===== config.mk =====
export PLATFORM = sky130hd
export DESIGN_NAME = temp_monitor_mc
export DESIGN_NICKNAME = d
export VERILOG_FILES = /design/src/rtl/temp_monitor_mc.sv
export SDC_FILE = /design/constraint.sdc
export NUM_CORES = 1
export LEC_CHECK = 0
export CAP_MARGIN = 25
export CORE_MARGIN = 2
export CORE_UTILIZATION = 50
export DETAILED_ROUTE_END_ITERATION = 10
export GPL_ROUTABILITY_DRIVEN = 0
export MAX_ROUTING_LAYER = met4
export PLACE_DENSITY = 0.73
export SYNTH_ARGS = -nofsm -noshare
export SYNTH_HDL_FRONTEND = slang
export SYNTH_SLANG_ARGS = --single-unit

===== constraint.sdc =====
create_clock -name clk -period 6 [get_ports clk]
set_input_delay 1.2 -clock clk [delete_from_list [all_inputs] [get_ports clk]]
set_output_delay 1.2 -clock clk [all_outputs]
set_load 0.01 [all_outputs]

===== src/rtl/temp_monitor_mc.sv =====
// Multi-channel temperature monitor.
// Keeps the latest sample for each channel. For each channel it applies fan
// hysteresis and a persistence-filtered over-temperature alarm. It also
// reports the hottest channel and drives a sticky overheat LED.
module temp_monitor_mc #(
   parameter int W            = 10,
   parameter int CH           = 4,
   parameter int FAN_ON_TH    = 500,
   parameter int FAN_OFF_TH   = 450,
   parameter int ALARM_TH     = 800,
   parameter int ALARM_CLR_TH = 750,
   parameter int PERSIST      = 3
) (
   input  logic                                  clk,
   input  logic                                  rst,
   input  logic [W-1:0]                          temp_in,
   input  logic [((CH > 1) ? $clog2(CH) : 1)-1:0] temp_ch,
   input  logic                                  temp_valid,
   input  logic                                  led_clr,
   output logic [W-1:0]                          temp_out,
   output logic [((CH > 1) ? $clog2(CH) : 1)-1:0] max_ch,
   output logic [CH-1:0]                         ch_alarm,
   output logic                                  alarm,
   output logic                                  fan_on,
   output logic                                  overheat_led,
   output logic                                  err_ch
);

   localparam int CW = (CH > 1) ? $clog2(CH) : 1;
   localparam int PW = $clog2(PERSIST + 1);

   localparam logic [CW:0]   CH_LIM    = (CW + 1)'(CH);
   localparam logic [PW-1:0] PMAX      = PW'(PERSIST);
   localparam logic [W-1:0]  FAN_ON_V  = W'(FAN_ON_TH);
   localparam logic [W-1:0]  FAN_OFF_V = W'(FAN_OFF_TH);
   localparam logic [W-1:0]  ALARM_V   = W'(ALARM_TH);
   localparam logic [W-1:0]  ALM_CLR_V = W'(ALARM_CLR_TH);

   logic [W-1:0]  val_q [CH];
   logic [W-1:0]  val_d [CH];
   logic [PW-1:0] cnt_q [CH];
   logic [PW-1:0] cnt_d [CH];
   logic [CH-1:0] fan_q, fan_d;
   logic [CH-1:0] alm_q, alm_d;
   logic          led_q, led_d;
   logic          err_q, err_d;
   logic [W-1:0]  tout_q, tout_d;
   logic [CW-1:0] mch_q, mch_d;

   logic in_range, acc, hot, fan_set, fan_clr, alm_clr, rise;

   // Per-channel next state: only the addressed channel moves on an accepted sample
   always_comb begin
      in_range = ({1'b0, temp_ch} < CH_LIM);
      acc      = temp_valid & in_range;
      hot      = (temp_in >= ALARM_V);
      fan_set  = (temp_in >= FAN_ON_V);
      fan_clr  = (temp_in < FAN_OFF_V);
      alm_clr  = (temp_in < ALM_CLR_V);
      fan_d    = fan_q;
      alm_d    = alm_q;
      for (int c = 0; c < CH; c++) begin
         val_d[c] = val_q[c];
         cnt_d[c] = cnt_q[c];
         if (acc && (temp_ch == CW'(c))) begin
            val_d[c] = temp_in;
            if (fan_set) begin
               fan_d[c] = 1'b1;
            end else if (fan_clr) begin
               fan_d[c] = 1'b0;
            end
            if (hot) begin
               cnt_d[c] = (cnt_q[c] == PMAX) ? PMAX : cnt_q[c] + 1'b1;
            end else begin
               cnt_d[c] = '0;
            end
            // A sample in the band between clear and alarm thresholds zeroes the run but keeps the alarm
            if (hot && (cnt_d[c] == PMAX)) begin
               alm_d[c] = 1'b1;
            end else if (alm_clr) begin
               alm_d[c] = 1'b0;
            end
         end
      end
      // A rising alarm wins over a same-edge clear request
      rise = |(alm_d & ~alm_q);
      if (rise) begin
         led_d = 1'b1;
      end else if (led_clr && (alm_d == '0)) begin
         led_d = 1'b0;
      end else begin
         led_d = led_q;
      end
      err_d = temp_valid & ~in_range;
   end

   // Hottest stored channel; strict compare keeps ties on the lowest index
   always_comb begin
      tout_d = val_q[0];
      mch_d  = '0;
      for (int c = 1; c < CH; c++) begin
         if (val_q[c] > tout_d) begin
            tout_d = val_q[c];
            mch_d  = CW'(c);
         end
      end
   end

   // State registers; the asynchronous reset clears every register, so a partial persistence run is lost
   always_ff @(posedge clk or posedge rst) begin
      if (rst) begin
         for (int c = 0; c < CH; c++) begin
            val_q[c] <= '0;
            cnt_q[c] <= '0;
         end
         fan_q  <= '0;
         alm_q  <= '0;
         led_q  <= 1'b0;
         err_q  <= 1'b0;
         tout_q <= '0;
         mch_q  <= '0;
      end else begin
         for (int c = 0; c < CH; c++) begin
            val_q[c] <= val_d[c];
            cnt_q[c] <= cnt_d[c];
         end
         fan_q  <= fan_d;
         alm_q  <= alm_d;
         led_q  <= led_d;
         err_q  <= err_d;
         tout_q <= tout_d;
         mch_q  <= mch_d;
      end
   end

   assign temp_out     = tout_q;
   assign max_ch       = mch_q;
   assign ch_alarm     = alm_q;
   assign alarm        = |alm_q;
   assign fan_on       = |fan_q;
   assign overheat_led = led_q;
   assign err_ch       = err_q;

endmodule


==> results of run 1 <==
routing by layer:
layer | track usage, % | up-vias | share of wire (%)
met3 | 4.23 | 16 | 4.8
met1 | 33.3 | 1784 | 45
met5 | - | - | 0
li1 | - | 1759 | -
met4 | 7.98 | 0 | 1.9
met2 | 40.9 | 125 | 48
final timing paths:
path | startpoint | to | slack [ps] | cells after the start
max | val_q[29]$_DFFE_PP0P_ | temp_out[2]$_DFF_PP0_ | 400 | 23
min | cnt_q[4]$_DFFE_PP0P_ | cnt_q[4]$_DFFE_PP0P_ | 510 | 2
max reg2reg | val_q[29]$_DFFE_PP0P_ | temp_out[2]$_DFF_PP0_ | 400 | 23
min reg2reg | cnt_q[4]$_DFFE_PP0P_ | cnt_q[4]$_DFFE_PP0P_ | 510 | 2
max in group asynchronous | rst | val_q[11]$_DFFE_PP0P_ | 4020 | 3
min in group asynchronous | rst | cnt_q[0]$_DFFE_PP0P_ | 1420 | 3
power by group through the flow:
| stage | clock (W) | combinational (W) | sequential, W |
|---|---|---|---|
| 2_1_floorplan | 0 | 0.000742 | 0.000638 |
| 3_3_place_gp | 0 | 0.00101 | 0.000634 |
| 3_5_place_dp | 0 | 0.00105 | 0.000638 |
| 4_1_cts | 0.000396 | 0.00106 | 0.000628 |
| 5_1_grt | 0.000417 | 0.00123 | 0.000641 |
| 6_report | 0.000390 | 0.00111 | 0.000630 |
final cells by class:
type	instances	share of cell area, %
inverters	23	1.72
multi-input cells	355	46.4
clock buffers	10	2.55
clock inverters	6	1.42
repair buffers	59	10.8
well taps	105	2.62
flip-flops and latches	69	34.5
critical path, stage by stage, from the launching register on:
cell	delay, ps
dfrtp_1	410
ha_1	360
a21oi_2	190
o21ai_0	130
and4bb_4	400
nor2_1	70
buf_4	190
a21oi_1	200
ha_1	280
a21o_1	180
a21o_1	170
a211oi_1	390
o311ai_2	240
buf_4	230
o21ba_2	230
or2_1	230
ha_1	310
a21o_1	110
a21o_1	110
a21oi_1	60
o211ai_1	340
and2_2	380
o31a_1	170
o211ai_2	80
layout by cell type (no fill, tap or decap), types with 4 or more instances in the layout:
master           count
o31a_1              10
dfrtp_1             69
nor2b_1              7
nand2b_1             8
a21o_1               6
nand3_1             13
inv_1               22
a21oi_1             33
clkdlybuf4s50_1     34
o211ai_2            10
ha_1                29
o21ai_0             31
o311ai_1            10
a21boi_0             8
mux2i_1             10
clkbuf_8             9
nor2_1              11
o31ai_1              4
buf_4               24
nand2_1            118
sequential cells by signal, summed over array words and instances, names as in the netlist:
| signal | count |
|---|---|
| ch_alarm | 4 |
| cnt_q | 8 |
| fan_q | 4 |
| max_ch | 2 |
| overheat_led | 1 |
| temp_out | 10 |
| val_q | 40 |
stage by stage:
stage,TNS (ps),hold slack (ps)
floorplan,0,463
global placement,-1.89,476
detailed placement,-1790,504
CTS,0,521
global route,0,550
finish,0,514
what timing repair did:
item,4_1_cts,5_1_grt
buffers inserted,0,6
setup endpoints to repair,12,12
pin swaps,0,3
resized for setup,1,1
logic make-up (layout without fill, tap and decap cells):
family | count (synthesis) | in the layout | synth area share [%]
compound gates | 133 | 133 | 23.6
fa+ha+maj | 29 | 29 | 8.52
buf+inv | 50 | 98 | 5.20
flops | 69 | 69 | 40.5
mux | 10 | 10 | 2.35
other cells | 1 | 1 | 0.0880
simple gates | 182 | 182 | 19.7
==> results_tabular.tex, run 1 <==
\begin{tabular}{lr}
\hline
Metric & Value \\
\hline
\multicolumn{2}{l}{\textbf{Status}} \\
\quad Run status & finished clean \\
\multicolumn{2}{l}{\textbf{Layout}} \\
\quad Area taken by multi-input logic gates & 2330 µm² \\
\quad Share of post-route cells with drive strength above 1 & 13.4\% \\
\quad Seq. cell area & 1730 µm² \\
\quad Number of standard cells in the final layout excluding fillers & 627 \\
\quad Synthesis-to-finish area growth & 17.6\% \\
\quad Antenna diodes & 0 \\
\quad Fraction of the core area covered by cells at the end of the flow & 60.7\% \\
\quad Total of fill cells in the finished design & 757 \\
\quad Final \#Nets & 562 \\
\quad Final std cell area, no fill & 5010 µm² \\
\multicolumn{2}{l}{\textbf{Floorplan}} \\
\quad Die X & 96.3 µm \\
\quad Overall die height & 96.3 µm \\
\quad Core box area & 8260 µm² \\
\quad I/O pin count & 36 \\
\quad Starting utilization of the core area & 51.6\% \\
\quad FP Rows & 33 \\
\quad Total die area & 9270 µm² \\
\multicolumn{2}{l}{\textbf{Critical path}} \\
\quad Data arrival at the endpoint of the critical path & 5830 ps \\
\quad WP data required & 6230 ps \\
\quad Crit path capture type & flip-flop \\
\quad Setup CP Type & reg -> reg \\
\quad Category of the worst setup path launch point & flip-flop \\
\quad Crit path max fanout & 12 \\
\multicolumn{2}{l}{\textbf{Global route}} \\
\quad Overall routing resource usage & 25.5\% \\
\quad Global route overflow & 0 \\
\quad Pin count of the biggest net entering global routing & 70 \\
\quad First-pass GRT wire length & 17,400 µm \\
\quad Via count of the first global-routing pass & 3,508 \\
\quad Initial antenna violation count & 0 \\
\multicolumn{2}{l}{\textbf{Clock network}} \\
\quad Largest buffer count on any clock path & 2 \\
\quad Clock transition time at the flip-flop clock pins of the worst setup and hold paths & 80 ps \\
\quad CTS tree & done \\
\quad Hold Buf Count CTS & 0 \\
\quad Cts bufs inserted & 9 \\
\quad CTS H-tree lvls & 3 \\
\quad Clock root buffer & clkbuf\_8 \\
\quad Insertion delay to the later sink of the worst-skew pair & 350 ps \\
\quad Number of sinks handled by clock tree synthesis & 69 \\
\multicolumn{2}{l}{\textbf{Route}} \\
\quad Vias post-DR & 3,684 \\
\quad Final WL & 10,600 µm \\
\quad Starting DRT DRC Count & 246 \\
\quad Number of nets with antenna violations after detailed routing & 0 \\
\quad Routed len/inst & 16.9 µm \\
\quad Average via count per standard cell & 5.88 \\
\quad DRC violations left & 0 \\
\quad Number of search-and-repair iterations in the first detailed-routing pass & 5 \\
\multicolumn{2}{l}{\textbf{Pwr}} \\
\quad Leakage dissipation & 2.37 nW \\
\quad Worst vdd rail ir drop & 178 µV \\
\quad Switch share & 40.3\% \\
\quad Net Sw Power & 0.000857 W \\
\quad Sequential fraction of design power & 29.6\% \\
\quad Int Pwr & 0.00127 W \\
\quad Clock power share & 18.4\% \\
\quad Power density over the cells & 425 nW/µm² \\
\quad Total power consumption of the routed design & 0.00213 W \\
\quad Power share of the combinational group & 52.1\% \\
\multicolumn{2}{l}{\textbf{Flow run}} \\
\quad Total of max-cap violations & 0 \\
\multicolumn{2}{l}{\textbf{STA}} \\
\quad Worst rel slew slack & 31.0\% \\
\quad Final count of negative-setup-slack endpoints & 0 \\
\quad Number of endpoints with negative hold slack in the final report & 0 \\
\quad Worst setup skew after layout & 6.67 ps \\
\quad Final Cycle Share & 93.4\% \\
\quad Least setup slack across all paths after layout & 397 ps \\
\quad Setup repair after global routing missed its margin & no \\
\quad Fin. max-slew vios & 0 \\
\quad FMAX & 0.178 GHz \\
\quad Min Tclk post-route & 5600 ps \\
\quad Worst-margin pin slew & 1030 ps \\
\multicolumn{2}{l}{\textbf{Logic synthesis}} \\
\quad Leading cell types by total area after synthesis & dfrtp\_1 41\%, nand2\_1 10\%, ha\_1 8.5\% \\
\quad Most repeated cell in the gate-level netlist after synthesis & nand2\_1 \\
\quad Synthesized netlist cell count & 474 \\
\quad Post-synthesis sequential area ratio & 40.5\% \\
\quad Cell taking the most area after synthesis & dfrtp\_1 \\
\quad Number of flops mapped to enable cells by yosys & 0 \\
\quad Average size of a mapped cell & 8.99 µm² \\
\quad Share of the synthesized area in the top cell type & 40.5\% \\
\quad Post-synth design cell area & 4260 µm² \\
\quad FFs w/ async S/R, synth & 100\% \\
\quad Flip-flop and latch count after synthesis & 69 \\
\quad Most frequent cells after synthesis & 118 x nand2\_1, 69 x dfrtp\_1, 33 x a21oi\_1 \\
\quad Number of warnings issued by yosys & 0 \\
\quad Synthesized net count & 519 \\
\quad Number of distinct standard cells referenced by the synthesized netlist & 56 \\
\quad Synth Flop Type & dfrtp\_1 \\
\multicolumn{2}{l}{\textbf{Min path}} \\
\quad Hold/Removal Path Class & reg -> reg \\
\multicolumn{2}{l}{\textbf{Place}} \\
\quad HPWL after detailed placement & 7770 µm \\
\quad Worst setup timing slack at the placement stage & -194 ps \\
\quad Count of port buffers added during placement & 34 \\
\quad Instance area after placement & 4740 µm² \\
\quad Number of cells after detailed placement & 605 \\
\hline
\end{tabular}
Power figures use the tool's default switching activity.
==> inputs of run 2 (changes only) <==
--- a/config.mk
+++ b/config.mk
@@ -11,7 +11,8 @@
 export DETAILED_ROUTE_END_ITERATION = 10
 export GPL_ROUTABILITY_DRIVEN = 0
 export MAX_ROUTING_LAYER = met4
-export PLACE_DENSITY = 0.73
+export PLACE_DENSITY = 0.76
+export RECOVER_POWER = 25
 export SYNTH_ARGS = -nofsm -noshare
 export SYNTH_HDL_FRONTEND = slang
 export SYNTH_SLANG_ARGS = --single-unit
==> run 2 against run 1 <==
  * The flow now finishes with violations (max-capacitance violations, max-slew violations)
  * Critical endpoint unchanged
  * Largest power group unchanged
  * Sequential share of layout area up 0.42 points
  * Cell count down 2.1%
  * First-iteration DRC count up 4.9%
  * Combinational power down 4%
  * Worst hold slack worse by 4.1 ps
==> results_tabular.tex, run 2 (same netlist as run 1, synthesis figures left out) <==
\begin{tabular}{lr}
\hline
Metric & Value \\
\hline
\multicolumn{2}{l}{\textbf{Route}} \\
\quad Number of search-and-repair iterations in the first detailed-routing pass & 5 (unchanged) \\
\quad Average via count per standard cell & 5.99 (+1.9\%) \\
\quad DRC violations left & 0 (unchanged) \\
\quad Number of nets with antenna violations after detailed routing & 0 (unchanged) \\
\quad Routed len/inst & 17.6 µm (+4.1\%) \\
\quad Starting DRT DRC Count & 258 (+4.9\%) \\
\quad Final WL & 10,800 µm (+2.0\%) \\
\quad Vias post-DR & 3,677 (-0.19\%) \\
\multicolumn{2}{l}{\textbf{Clock network}} \\
\quad Number of sinks handled by clock tree synthesis & 69 (unchanged) \\
\quad Hold Buf Count CTS & 0 (unchanged) \\
\quad Largest buffer count on any clock path & 2 (unchanged) \\
\quad Cts bufs inserted & 9 (unchanged) \\
\quad Insertion delay to the later sink of the worst-skew pair & 350 ps (about the same) \\
\quad Clock transition time at the flip-flop clock pins of the worst setup and hold paths & 80 ps (about the same) \\
\quad CTS tree & done \\
\quad CTS H-tree lvls & 3 (unchanged) \\
\quad Clock root buffer & clkbuf\_8 \\
\multicolumn{2}{l}{\textbf{Place}} \\
\quad HPWL after detailed placement & 7790 µm (+0.15\%) \\
\quad Count of port buffers added during placement & 34 (unchanged) \\
\multicolumn{2}{l}{\textbf{Floorplan}} \\
\quad Total die area & 9270 µm² (unchanged) \\
\quad Core box area & 8260 µm² (unchanged) \\
\quad Starting utilization of the core area & 51.6\% (unchanged) \\
\quad Die X & 96.3 µm (unchanged) \\
\quad I/O pin count & 36 (unchanged) \\
\quad FP Rows & 33 (unchanged) \\
\quad Overall die height & 96.3 µm (unchanged) \\
\multicolumn{2}{l}{\textbf{Critical path}} \\
\quad Crit path max fanout & 12 (unchanged) \\
\quad Setup CP Type & reg -> reg \\
\quad Data arrival at the endpoint of the critical path & 5800 ps (-30 ps) \\
\quad Most repeated library cell on the critical path & ha\_1 \\
\quad Critical-path cell with the highest stage delay & dfrtp\_1 \\
\quad WP data required & 6210 ps (-20 ps) \\
\quad R2R Setup Slk & 410 ps (+20 ps) \\
\quad Delay of the slowest cell on the worst path & 450 ps (+40 ps) \\
\quad Category of the worst setup path launch point & flip-flop \\
\quad Crit path capture type & flip-flop \\
\quad Crit-path cells & inv\_1 > ha\_1 > nand4\_2 > o21bai\_1 > and4bb\_4 > nor2\_2 > buf\_4 > a21oi\_2 > ha\_1 > a21o\_1 > a21o\_1 > a211oi\_2 > o311ai\_2 > o31ai\_2 > buf\_4 > mux2i\_1 > ha\_1 > nand4\_1 > nor2\_1 > a21oi\_1 > o211ai\_1 > and2\_2 > o31a\_1 > o211ai\_2 \\
\multicolumn{2}{l}{\textbf{Layout}} \\
\quad Seq. cell area & 1730 µm² (unchanged) \\
\quad Highest-count cells in the layout ignoring fill and taps & 117 x nand2\_1, 69 x dfrtp\_1, 33 x clkdlybuf4s50\_1, 31 x o21ai\_0, 31 x a21oi\_1 \\
\quad Share of post-route cells with drive strength above 1 & 12.2\% (-1.2 points) \\
\quad Max FFs per register & 40 (unchanged) \\
\quad Area taken by multi-input logic gates & 2350 µm² (+1.1\%) \\
\quad Register with the highest flop count & val\_q \\
\quad Final \#Nets & 549 (-2.3\%) \\
\quad Fraction of the core area covered by cells at the end of the flow & 60.0\% (-0.73 points) \\
\quad Antenna diodes & 0 (unchanged) \\
\quad Commonest non-fill, non-tap cell in the layout & nand2\_1 \\
\quad Total of fill cells in the finished design & 718 (-5.2\%) \\
\quad Synthesis-to-finish area growth & 16.2\% \\
\multicolumn{2}{l}{\textbf{Status}} \\
\quad Run status & finished, violations left \\
\quad Failing checks & max-capacitance violations, max-slew violations \\
\multicolumn{2}{l}{\textbf{Flow run}} \\
\quad Total of max-cap violations & 1 (+1) \\
\multicolumn{2}{l}{\textbf{Pwr}} \\
\quad Int Pwr & 0.00127 W (-0.22\%) \\
\quad Power share of the combinational group & 50.0\% (-2.1 points) \\
\quad Switch share & 40.7\% (+0.38 points) \\
\quad Power density over the cells & 432 nW/µm² (+1.6\%) \\
\quad Sequential fraction of design power & 29.6\% (about the same) \\
\quad Worst vdd rail ir drop & 181 µV (+1.7\%) \\
\quad Net Sw Power & 0.000869 W (+1.4\%) \\
\quad Clock power share & 20.4\% (+2.0 points) \\
\quad Leakage dissipation & 2.31 nW (-2.2\%) \\
\multicolumn{2}{l}{\textbf{Global route}} \\
\quad Initial antenna violation count & 0 (unchanged) \\
\quad First-pass GRT wire length & 18,400 µm (+5.3\%) \\
\quad Overall routing resource usage & 26.8\% (+1.3 points) \\
\quad Global route overflow & 0 (unchanged) \\
\quad Via count of the first global-routing pass & 3,682 (+5.0\%) \\
\quad Pin count of the biggest net entering global routing & 70 (unchanged) \\
\multicolumn{2}{l}{\textbf{STA}} \\
\quad Fin. max-slew vios & 70 (+70) \\
\quad Final setup TNS & 0 ps (unchanged) \\
\quad Final count of negative-setup-slack endpoints & 0 (unchanged) \\
\quad Final Cycle Share & 93.1\% (-0.25 points) \\
\quad Worst setup skew after layout & 9.97 ps (+3.29 ps) \\
\quad Tightest hold margin & 510 ps (-4.12 ps) \\
\quad FMAX & 0.179 GHz (+0.27\%) \\
\quad Worst-margin pin slew & 3650 ps (+2620 ps) \\
\quad Worst rel slew slack & -144\% (-170 points) \\
\quad Min Tclk post-route & 5590 ps (-15.3 ps) \\
\quad Number of endpoints with negative hold slack in the final report & 0 (unchanged) \\
\multicolumn{2}{l}{\textbf{Min path}} \\
\quad Hold/Removal Path Class & reg -> reg \\
\hline
\end{tabular}
## run 2: area by class of cell
cell class                 count  share of cell area [%]
inverter                      23                    1.74
multi-input combinational    355                    47.5
timing repair buffer          46                    8.69
tap                          105                    2.65
sequential                    69                    34.9
clock buffer                  10                    2.58
clock inverter                 6                    1.92
## run 2: per-stage QoR
step / cell area, µm² / power, W / std cells / worst slack [ps]
floorplan: 4260 / 0.00138 / 474 / 698
detailed placement: 4680 / 0.00167 / 596 / 196
finish: 4950 / 0.00214 / 614 / 412
global route: 4950 / 0.00230 / 614 / -12.2
CTS: 4900 / 0.00211 / 612 / 141
global placement: 4670 / 0.00163 / 595 / 478
## run 2: path summary, 6_finish.rpt
check,from,cells after the start,to
max,val_q[33]$_DFFE_PP0P_,24,temp_out[2]$_DFF_PP0_
min,cnt_q[4]$_DFFE_PP0P_,2,cnt_q[4]$_DFFE_PP0P_
max reg2reg,val_q[33]$_DFFE_PP0P_,24,temp_out[2]$_DFF_PP0_
min reg2reg,cnt_q[4]$_DFFE_PP0P_,2,cnt_q[4]$_DFFE_PP0P_
max in group asynchronous,rst,3,val_q[4]$_DFFE_PP0P_
min in group asynchronous,rst,3,cnt_q[3]$_DFFE_PP0P_
## run 2: routing by layer
layer  vias up  share of wire (%)  global-route usage [%]
met4         0                2.4                    9.39
met1      1762                 44                    35.2
met2       154                 47                    42.2
li1       1732                  -                       -
met5         -                  0                       -
met3        29                6.2                    4.62
## run 2: power groups by stage
stage	sequential [W]	clock (W)	combinational [W]
finish	0.000632	0.000436	0.00107
global route	0.000644	0.000463	0.00119
CTS	0.000630	0.000442	0.00103
detailed placement	0.000639	0	0.00103
global placement	0.000636	0	0.000992
floorplan	0.000638	0	0.000742
## run 2: timing repair
action                                  in CTS  in global routing
buffers inserted                             0                  1
gates resized for setup                      0                 10
hold endpoints to repair                     0                  0
endpoints found under the setup margin       0                 12
## run 2: critical path: cells and delay by family (launching register included)
family | cells | cell delay [ps]
compound gates | 11 | 2030
fa+ha+maj | 3 | 930
buf+inv | 3 | 580
flops | 1 | 450
mux | 1 | 120
simple gates | 6 | 1330
==> inputs of run 3 (changes only) <==
--- a/config.mk
+++ b/config.mk
@@ -6,10 +6,9 @@
 export NUM_CORES = 1
 export LEC_CHECK = 0
 export CAP_MARGIN = 25
-export CORE_MARGIN = 2
 export CORE_UTILIZATION = 50
 export DETAILED_ROUTE_END_ITERATION = 10
-export GPL_ROUTABILITY_DRIVEN = 0
+export HOLD_SLACK_MARGIN = 0.06
 export MAX_ROUTING_LAYER = met4
 export PLACE_DENSITY = 0.76
 export RECOVER_POWER = 25
==> run 3 against run 2 <==
  * The flow still finishes with violations (max-capacitance violations, max-slew violations)
  * Worst hold slack lost 8.5 ps
  * Power shrank 0.32%
  * Wire length shrank 0.51%
  * Non-clock buffer count shrank 1
  * Design area is essentially flat
  * Critical path type unchanged
  * Largest cell class unchanged
  * Highest routed layer unchanged
==> results_tabular.tex, run 3 (same netlist as run 1, synthesis figures left out) <==
\begin{tabular}{lr}
\hline
Metric & Value \\
\hline
\multicolumn{2}{l}{\textbf{Global route}} \\
\quad Via count of the first global-routing pass & 3,492 (-5.2\%) \\
\quad Initial antenna violation count & 0 (unchanged) \\
\quad Overall routing resource usage & 27.4\% (+0.60 points) \\
\quad Global route overflow & 0 (unchanged) \\
\quad First-pass GRT wire length & 17,800 µm (-3.0\%) \\
\quad Pin count of the biggest net entering global routing & 70 (unchanged) \\
\multicolumn{2}{l}{\textbf{Critical path}} \\
\quad Count of cell instances traversed by the critical path & 24 (unchanged) \\
\quad CP top delay family & compound AO/OA/AOI/OAI gates \\
\quad Category of the worst setup path launch point & flip-flop \\
\quad Data arrival at the endpoint of the critical path & 5900 ps (+100 ps) \\
\quad WP data required & 6270 ps (+60 ps) \\
\quad Buffering stage count on the worst path with inverters included & 3 (unchanged) \\
\quad End of the worst register-to-register path & temp\_out[2]\$\_DFF\_PP0\_ \\
\quad Critical Path Source & val\_q[29]\$\_DFFE\_PP0P\_ \\
\quad R2R Setup Slk & 370 ps (-40 ps) \\
\quad Worst r2r src & val\_q[29]\$\_DFFE\_PP0P\_ \\
\quad Critical-path cell with the highest stage delay & dfrtp\_1 \\
\quad Crit path to & temp\_out[2]\$\_DFF\_PP0\_ \\
\quad Register-to-Register Path Depth & 24 (unchanged) \\
\quad Delay of the slowest cell on the worst path & 430 ps (-20 ps) \\
\quad Crit path capture type & flip-flop \\
\quad Setup CP Type & reg -> reg \\
\quad Crit-path cells & ha\_1 > a21oi\_2 > o21ai\_0 > and4bb\_4 > nor2\_2 > buf\_4 > a21oi\_1 > ha\_1 > a21o\_1 > a21o\_1 > a211oi\_1 > o311ai\_2 > buf\_6 > o21ba\_2 > or2\_1 > ha\_1 > a21o\_1 > a21o\_1 > a21oi\_1 > o211ai\_1 > buf\_4 > a21boi\_0 > o311ai\_1 > o211ai\_2 \\
\quad Most repeated library cell on the critical path & a21o\_1 \\
\quad Crit path max fanout & 19 (+7) \\
\multicolumn{2}{l}{\textbf{Place}} \\
\quad Count of port buffers added during placement & 34 (unchanged) \\
\quad HPWL after detailed placement & 7630 µm (-2.0\%) \\
\quad Gp weighted congestion & 0.926 \\
\multicolumn{2}{l}{\textbf{Route}} \\
\quad Number of nets with antenna violations after detailed routing & 0 (unchanged) \\
\quad Number of search-and-repair iterations in the first detailed-routing pass & 5 (unchanged) \\
\quad Vias post-DR & 3,642 (-0.95\%) \\
\quad Routed len/inst & 17.5 µm (-0.35\%) \\
\quad Average via count per standard cell & 5.94 (-0.79\%) \\
\quad Starting DRT DRC Count & 284 (+10\%) \\
\quad Final WL & 10,700 µm (-0.51\%) \\
\quad DRC violations left & 0 (unchanged) \\
\multicolumn{2}{l}{\textbf{Floorplan}} \\
\quad Die X & 94.3 µm (-2.1\%) \\
\quad FP Rows & 33 (unchanged) \\
\quad Overall die height & 94.3 µm (-2.1\%) \\
\quad Starting utilization of the core area & 51.9\% (+0.26 points) \\
\quad Core box area & 8220 µm² (-0.50\%) \\
\quad I/O pin count & 36 (unchanged) \\
\quad Total die area & 8890 µm² (-4.1\%) \\
\multicolumn{2}{l}{\textbf{Clock network}} \\
\quad CTS H-tree lvls & 3 (unchanged) \\
\quad Largest buffer count on any clock path & 2 (unchanged) \\
\quad CTS tree & done \\
\quad Clock root buffer & clkbuf\_8 \\
\quad Clock transition time at the flip-flop clock pins of the worst setup and hold paths & 80 ps (about the same) \\
\quad Cts bufs inserted & 9 (unchanged) \\
\quad Number of sinks handled by clock tree synthesis & 69 (unchanged) \\
\quad Insertion delay to the later sink of the worst-skew pair & 360 ps (about the same) \\
\quad Hold Buf Count CTS & 0 (unchanged) \\
\multicolumn{2}{l}{\textbf{Pwr}} \\
\quad Power density over the cells & 430 nW/µm² (-0.24\%) \\
\quad Leakage dissipation & 2.31 nW (about the same) \\
\quad Worst vdd rail ir drop & 171 µV (-5.8\%) \\
\multicolumn{2}{l}{\textbf{Layout}} \\
\quad Synthesis-to-finish area growth & 16.1\% (about the same) \\
\quad Register with the highest flop count & val\_q \\
\quad Fraction of the core area covered by cells at the end of the flow & 60.2\% (+0.26 points) \\
\quad Highest-count cells in the layout ignoring fill and taps & 117 x nand2\_1, 69 x dfrtp\_1, 33 x clkdlybuf4s50\_1, 31 x o21ai\_0 \\
\quad Max FFs per register & 40 (unchanged) \\
\quad Share of post-route cells with drive strength above 1 & 12.2\% (+0.024 points) \\
\quad Final \#Nets & 548 (-0.18\%) \\
\quad Antenna diodes & 0 (unchanged) \\
\quad Commonest non-fill, non-tap cell in the layout & nand2\_1 \\
\multicolumn{2}{l}{\textbf{STA}} \\
\quad FMAX & 0.178 GHz (-0.72\%) \\
\quad Setup repair after global routing missed its margin & no \\
\quad Worst-margin pin slew & 3610 ps (-40.0 ps) \\
\quad Worst setup skew after layout & 12.3 ps (+2.30 ps) \\
\quad Fin. max-slew vios & 70 (unchanged) \\
\quad Worst rel slew slack & -141\% (+2.7 points) \\
\quad Final setup TNS & 0 ps (unchanged) \\
\quad Number of endpoints with negative hold slack in the final report & 0 (unchanged) \\
\quad Final count of negative-setup-slack endpoints & 0 (unchanged) \\
\quad Tightest hold margin & 501 ps (-8.46 ps) \\
\quad Min Tclk post-route & 5630 ps (+40.3 ps) \\
\quad Final Cycle Share & 93.8\% (+0.67 points) \\
\multicolumn{2}{l}{\textbf{Min path}} \\
\quad Hold/Removal Path Class & reg -> reg \\
\multicolumn{2}{l}{\textbf{Status}} \\
\quad Failing checks & max-capacitance violations, max-slew violations \\
\quad Run status & finished, violations left \\
\multicolumn{2}{l}{\textbf{Flow run}} \\
\quad Total of max-cap violations & 1 (unchanged) \\
\hline
\end{tabular}
==> run 3: cell count changes in the layout (fill, tap and decap cells not counted), moves of 2 or more <==
cell | before | now
buf_4 | 10 | 8
a21oi_1 | 31 | 29
a21boi_0 | 8 | 6
a21boi_1 | 0 | 2
a21oi_2 | 4 | 6
==> run 3: layer usage <==
| metal | up-vias | share of wire, % | track usage, % |
|---|---|---|---|
| li1 | 1731 | - | - |
| met1 | 1717 | 44 | 36.3 |
| met2 | 179 | 47 | 43.1 |
| met3 | 15 | 7.6 | 4.21 |
| met4 | 0 | 1.3 | 8.85 |
| met5 | - | 0 | - |
==> run 3: layout make-up <==
cell class,instances,area [µm²]
clock buffer,10,138
clock inverter,6,93.8
fill,689,3270
inverter,23,86.3
multi-input combinational,355,2340
sequential,69,1730
tap,105,131
timing repair buffer,45,427
==> run 3: worst register-to-register path, delay by kind of cell (launching register included) <==
kind,cells,cell delay (ps)
AOI/OAI and AO/OA,15,2830
adders and majority gates,3,960
buffers and inverters,3,590
DFF,1,430
and+or+nand+nor,3,710
==> run 3: where the power goes <==
part	switching [W]	internal, W	total [W]
clock network	0.000197	0.000248	0.000445
logic	0.000600	0.000454	0.00105
registers	0.0000656	0.000565	0.000631
==> run 3: worst min path at each step <==
stage	from	end	depth (start not counted)
2_1_floorplan	cnt_q[0]$_DFFE_PP0P_	cnt_q[0]$_DFFE_PP0P_	2
3_3_place_gp	cnt_q[6]$_DFFE_PP0P_	cnt_q[6]$_DFFE_PP0P_	2
3_5_place_dp	cnt_q[6]$_DFFE_PP0P_	cnt_q[6]$_DFFE_PP0P_	2
4_1_cts	cnt_q[6]$_DFFE_PP0P_	cnt_q[6]$_DFFE_PP0P_	2
5_1_grt	fan_q[3]$_DFFE_PP0P_	fan_q[3]$_DFFE_PP0P_	2
6_report	cnt_q[6]$_DFFE_PP0P_	cnt_q[6]$_DFFE_PP0P_	2
==> run 3: what timing repair did <==
item                                    in CTS  in global routing
resized for setup                            0                 11
setup buffers                                0                  0
endpoints found under the setup margin       0                 11
==> run 3: metrics by stage <==
step	cell area (µm²)	setup slack, ps	instances	total power [W]
finish	4950	372	613	0.00213
global route	4950	42.8	613	0.00228
CTS	4910	262	612	0.00211
detailed placement	4680	355	596	0.00166
global placement	4670	403	595	0.00164
floorplan	4260	698	474	0.00138
==> RTL edit 1: new RTL, flow settings as in run 2 <==
`PERSIST`: 3 -> 5.
--- a/src/rtl/temp_monitor_mc.sv
+++ b/src/rtl/temp_monitor_mc.sv
@@ -10,5 +10,5 @@
    parameter int ALARM_TH     = 800,
    parameter int ALARM_CLR_TH = 750,
-   parameter int PERSIST      = 3
+   parameter int PERSIST      = 5
 ) (
    input  logic                                  clk,
Function: changed (Yosys sat finds a counterexample within 4 cycles, from zero or initial values and one cycle with rst high).
==> RTL edit 1 against run 2 <==
- the flow still finishes with violations (capacitance limit, slew limit)
- worst setup slack worse by 0.073 ns
- power up 19%
- design area up 8.7%
- fmax down 1.3%
- sequential cell count up 4
- sequential power up 7.6%
- area after synthesis up 11%
- wire length up 0.23%
- non-clock buffer count up 2
- critical endpoint is now temp_out[9]
- highest routed layer unchanged
==> RTL edit 1: results (changes against run 2) <==
Parameter                              Value

Run status
  Run status    finished, violations left (unchanged)
  Violations in the final reports    capacitance limit, slew limit (unchanged)

STA
  Number of max-slew violations in the final report    74 (was 70)
  Max-Slew Margin vs Limit    -160% (was -144%)
  Worst slack on hold paths    0.523 ns (was 0.510 ns)
  Post-route clock skew    0.0121 ns (was 0.00997 ns)

Cells and area
  Fraction of layout cells with a size suffix above 1    22.9% (was 12.2%)
  Net total in the final layout    509 (was 549)

Synth
  Commonest cells in the synthesized netlist    73 x sky130_fd_sc_hd__dfrtp_1, 30 x sky130_fd_sc_hd__ha_1, 30 x sky130_fd_sc_hd__inv_1, 30 x sky130_fd_sc_hd__mux2_2, 25 x sky130_fd_sc_hd__o21ai_0 (was 118 x sky130_fd_sc_hd__nand2_1, 69 x sky130_fd_sc_hd__dfrtp_1, 33 x sky130_fd_sc_hd__a21oi_1)
  Top cells by area in the synthesized netlist    sky130_fd_sc_hd__dfrtp_1 39%, sky130_fd_sc_hd__ha_1 8.0%, sky130_fd_sc_hd__mux2_2 7.2% (was sky130_fd_sc_hd__dfrtp_1 41%, sky130_fd_sc_hd__nand2_1 10%, sky130_fd_sc_hd__ha_1 8.5%)
  Cell variety after synth    58 (was 56)
  Synthesized netlist net count    480 (was 519)
  Synthesized area per cell    10.9 um2 (was 8.99 um2)
  Post-synthesis sequential area ratio    38.7% (was 40.5%)

Power
  Switching power total    1.01 mW (was 869 uW)
  Highest ir drop seen on vdd    0.246 mV (was 0.181 mV)

Route
  Starting DRC count in detailed routing    203 (was 258)
  Drt wl/cell    18.7 um (was 17.6 um)

Place
  Placed Cells    563 (was 596)
  HPWL after DPL    7870 um (was 7790 um)

Run
  Number of violations of the max-capacitance limit    1 (unchanged)

Setup path
  Origin of the critical flop-to-flop path    val_q[25] (was val_q[33])
  Data arrival time of the critical path    5.88 ns (was 5.80 ns)
  Cell depth of the worst flop-to-flop path    20 (was 24)
  Setup slack on the worst flop-to-flop path    0.34 ns (was 0.41 ns)
  Worst r2r dst    temp_out[9] (was temp_out[2])
  Crit path max-delay cell type    sky130_fd_sc_hd__a2111o_1 (was sky130_fd_sc_hd__dfrtp_1)

Hold path
  Worst hold path endpoint    fan_q[2] (was cnt_q[4])
  Hold path startpoint    fan_q[2] (was cnt_q[4])

Global route
  Vias in the first global route    3619 (was 3682)
  Global router's overall resource usage    23.0% (was 26.8%)
RTL edit 1: changes by cell type in the layout (fill, tap and decap cells not counted), moves of 9 or more:
cell,change
sky130_fd_sc_hd__mux2_4,+9
sky130_fd_sc_hd__and4_1,+14
sky130_fd_sc_hd__nand2_1,-97
sky130_fd_sc_hd__nor3_1,+14
sky130_fd_sc_hd__mux2i_1,-9
sky130_fd_sc_hd__mux2_2,+30
sky130_fd_sc_hd__a211oi_1,+15
sky130_fd_sc_hd__o211ai_2,-10
sky130_fd_sc_hd__o31a_1,-9
sky130_fd_sc_hd__a21oi_1,-13
sky130_fd_sc_hd__o311ai_1,-10
RTL edit 1: how the worst max path moves through the flow:
stage	from	end	slack (ns)	depth (start not counted)
floorplan	val_q[29]	temp_out[2]	1.11	20
global placement	val_q[39]	temp_out[9]	0.59	21
CTS	val_q[39]	temp_out[9]	0.38	21
finish	val_q[25]	temp_out[9]	0.34	20
global route	val_q[39]	temp_out[9]	0.004	21
detailed placement	val_q[39]	temp_out[9]	0.40	21
RTL edit 1: kinds of logic (layout without fill, tap and decap cells):
group,after synthesis,after routing,share of synthesized area (%)
and+or+nand+nor,102,102,13.3
AOI/OAI and AO/OA,127,127,24.1
muxes,40,40,10.2
DFF,73,73,38.7
adders and majority gates,30,30,7.96
other,1,1,0.0795
buffers and inverters,61,94,5.62
RTL edit 1: worst max-delay path: cells and delay by family (launching register included):
kind                     cells  cell delay (ns)
multiplexers                 1             0.32
AO/OA/AOI/OAI                9             2.18
flip-flops                   1             0.42
buffers and inverters        3             0.75
AND/OR/NAND/NOR              4             0.90
adder cells (fa/ha/maj)      3             0.97
RTL edit 1: power groups by stage:
stage	logic [mW]	clock network [mW]	registers, mW
after detailed placement	1.41	0	0.687
after global routing	1.54	0.466	0.692
after floorplan	1.06	0	0.691
after global placement	1.35	0	0.683
final	1.43	0.438	0.680
after CTS	1.41	0.444	0.678
RTL edit 1: area by class of cell:
type,count,area (um2)
fillers,733,3810
multi-input cells,300,2640
flip-flops and latches,73,1830
repair buffers,48,445
clock buffers,11,141
well taps,111,139
inverters,31,116
clock inverters,4,76.3
RTL edit 1: metal layers:
layer / GRT usage, % / wire length, um / vias to the layer above
li1: - / - / 1683
met1: 29.5 / 4750 / 1783
met2: 36.8 / 5470 / 86
met3: 4.35 / 419 / 17
met4: 7.59 / 180 / 0
met5: - / 0 / -
==> RTL edit 2: new RTL, flow settings as in run 2 <==
Made on the original files. Add an input register stage for `temp_in`, `temp_ch`, `temp_valid` and `led_clr`; this delays them by one clock.
--- a/src/rtl/temp_monitor_mc.sv
+++ b/src/rtl/temp_monitor_mc.sv
@@ -37,4 +37,16 @@
    localparam logic [W-1:0]  ALM_CLR_V = W'(ALARM_CLR_TH);
 
+   logic [W-1:0] temp_q;
+   logic [((CH > 1) ? $clog2(CH) : 1)-1:0] temp_ch_q;
+   logic temp_valid_q;
+   logic led_clr_q;
+
+   always_ff @(posedge clk) begin
+      temp_q       <= temp_in;
+      temp_ch_q    <= temp_ch;
+      temp_valid_q <= temp_valid;
+      led_clr_q    <= led_clr;
+   end
+
    logic [W-1:0]  val_q [CH];
    logic [W-1:0]  val_d [CH];
@@ -52,10 +64,10 @@
    // Per-channel next state: only the addressed channel moves on an accepted sample
    always_comb begin
-      in_range = ({1'b0, temp_ch} < CH_LIM);
-      acc      = temp_valid & in_range;
-      hot      = (temp_in >= ALARM_V);
-      fan_set  = (temp_in >= FAN_ON_V);
-      fan_clr  = (temp_in < FAN_OFF_V);
-      alm_clr  = (temp_in < ALM_CLR_V);
+      in_range = ({1'b0, temp_ch_q} < CH_LIM);
+      acc      = temp_valid_q & in_range;
+      hot      = (temp_q >= ALARM_V);
+      fan_set  = (temp_q >= FAN_ON_V);
+      fan_clr  = (temp_q < FAN_OFF_V);
+      alm_clr  = (temp_q < ALM_CLR_V);
       fan_d    = fan_q;
       alm_d    = alm_q;
@@ -63,6 +75,6 @@
          val_d[c] = val_q[c];
          cnt_d[c] = cnt_q[c];
-         if (acc && (temp_ch == CW'(c))) begin
-            val_d[c] = temp_in;
+         if (acc && (temp_ch_q == CW'(c))) begin
+            val_d[c] = temp_q;
             if (fan_set) begin
                fan_d[c] = 1'b1;
@@ -87,10 +99,10 @@
       if (rise) begin
          led_d = 1'b1;
-      end else if (led_clr && (alm_d == '0)) begin
+      end else if (led_clr_q && (alm_d == '0)) begin
          led_d = 1'b0;
       end else begin
          led_d = led_q;
       end
-      err_d = temp_valid & ~in_range;
+      err_d = temp_valid_q & ~in_range;
    end
 
Check against the original RTL: not equivalent (Yosys sat finds a counterexample within 4 cycles, from zero or initial values and one cycle with rst high).
==> RTL edit 2 against run 2 <==
- sequential cell count increased by 14
- area after synthesis increased by 5.4%
- clock skew increased by 0.0023 ns
- design area increased by 5.5%
- largest power group unchanged
- worst setup slack got worse by 0.13 ns
- largest cell class unchanged
- power increased by 5.8%
- critical path depth increased by 1
- wire length decreased by 0.82%
==> RTL edit 2: results (changes against run 2) <==
Parameter                              Value

Cells and area
  Signal buffers    47 (was 46)
  Seq_cells    83 (was 69)
  Final-layout non-clock buffer area share    8.24% (was 8.69%)
  Combined area of the multi-input logic cells    2310 um2 (was 2350 um2)
  Multi-input gate count    356 (was 355)
  Clk tree area frac    4.79% (was 4.50%)
  Fraction of layout cells with a size suffix above 1    10.9% (was 12.2%)
  Net total in the final layout    565 (was 549)
  Sequential cell area    2010 um2 (was 1730 um2)

Synth
  Commonest cells in the synthesized netlist    117 x sky130_fd_sc_hd__nand2_1, 69 x sky130_fd_sc_hd__dfrtp_1, 34 x sky130_fd_sc_hd__a21oi_1 (was 118 x sky130_fd_sc_hd__nand2_1, 69 x sky130_fd_sc_hd__dfrtp_1, 33 x sky130_fd_sc_hd__a21oi_1)
  Post-synthesis sequential area ratio    44.7% (was 40.5%)
  Share of async-settable or async-resettable flops after synthesis    83.1% (was 100%)
  Instance count of the mapped netlist    487 (was 474)
  Top cells by area in the synthesized netlist    sky130_fd_sc_hd__dfrtp_1 38%, sky130_fd_sc_hd__nand2_1 9.8%, sky130_fd_sc_hd__ha_1 8.1% (was sky130_fd_sc_hd__dfrtp_1 41%, sky130_fd_sc_hd__nand2_1 10%, sky130_fd_sc_hd__ha_1 8.5%)
  Cell variety after synth    59 (was 56)
  Synthesized netlist net count    532 (was 519)

STA
  Post-route clock skew    0.0122 ns (was 0.00997 ns)
  Worst slew pin tran    1.12 ns (was 3.65 ns)

Setup path
  Crit path max-delay cell type    sky130_fd_sc_hd__dfrtp_2 (was sky130_fd_sc_hd__dfrtp_1)
  Worst Path Max Fanout    15 (was 12)
  Data arrival time of the critical path    5.99 ns (was 5.80 ns)

Route
  Metal2 WL    4980 um (was 5100 um)
  Starting DRC count in detailed routing    313 (was 258)
  Via density    5.92 (was 5.99)
  Sum of routed wire segments on met1    4780 um (was 4770 um)
  Routed wire length on met3    682 um (was 670 um)
  Detailed-route wire length    10700 um (was 10800 um)

Power
  Sequential cell fraction of total power    32.5% (was 29.6%)
  Leakage    2.40 nW (was 2.31 nW)
  Fraction of power spent switching nets    38.1% (was 40.7%)
  Combinational share of power    45.5% (was 50.0%)
  Highest ir drop seen on vdd    0.182 mV (was 0.181 mV)

Global route
  Global router's overall resource usage    23.2% (was 26.8%)
  Wire length of the first global-routing pass    17700 um (was 18400 um)
  Grt met1 use    32.9% (was 35.2%)
  GRT met2 Usage    33.3% (was 42.2%)
  Routing usage on met3    4.04% (was 4.62%)

Place
  HPWL after DPL    7560 um (was 7790 um)
  Worst slack after detailed placement    0.120 ns (was 0.196 ns)

Clocking
  Clock insertion delay at the later pin of the skew report    0.37 ns (was 0.35 ns)

Run status
  Run status    completed (was finished, violations left)
RTL edit 2: path summary, 6_finish.rpt:
kind / slack, ns / start / cells past startpoint / endpoint
worst max-delay path: 0.29 / val_q[33] / 25 / temp_out[7]
worst min register to register: 0.51 / cnt_q[6] / 2 / cnt_q[6]
worst min-delay path: 0.51 / cnt_q[6] / 2 / cnt_q[6]
worst max register to register: 0.29 / val_q[33] / 25 / temp_out[7]
min in group asynchronous: 1.42 / rst / 3 / temp_out[9]
max in group asynchronous: 3.97 / rst / 3 / val_q[33]
RTL edit 2: stage by stage:
stage	TNS (ns)	std cells	area [um2]	total power, mW
finish	0	633	5230	2.26
global route	-0.209	633	5230	2.41
CTS	0	629	5170	2.21
detailed placement	0	613	4920	1.71
global placement	0	612	4910	1.68
floorplan	0	487	4490	1.43
RTL edit 2: logic make-up after synthesis:
kind of cell / share of synthesized area, %
compound gates: 21.3
flops: 44.7
simple gates: 19.0
buf+inv: 4.62
other cells: 0.0835
fa+ha+maj: 8.08
mux: 2.23
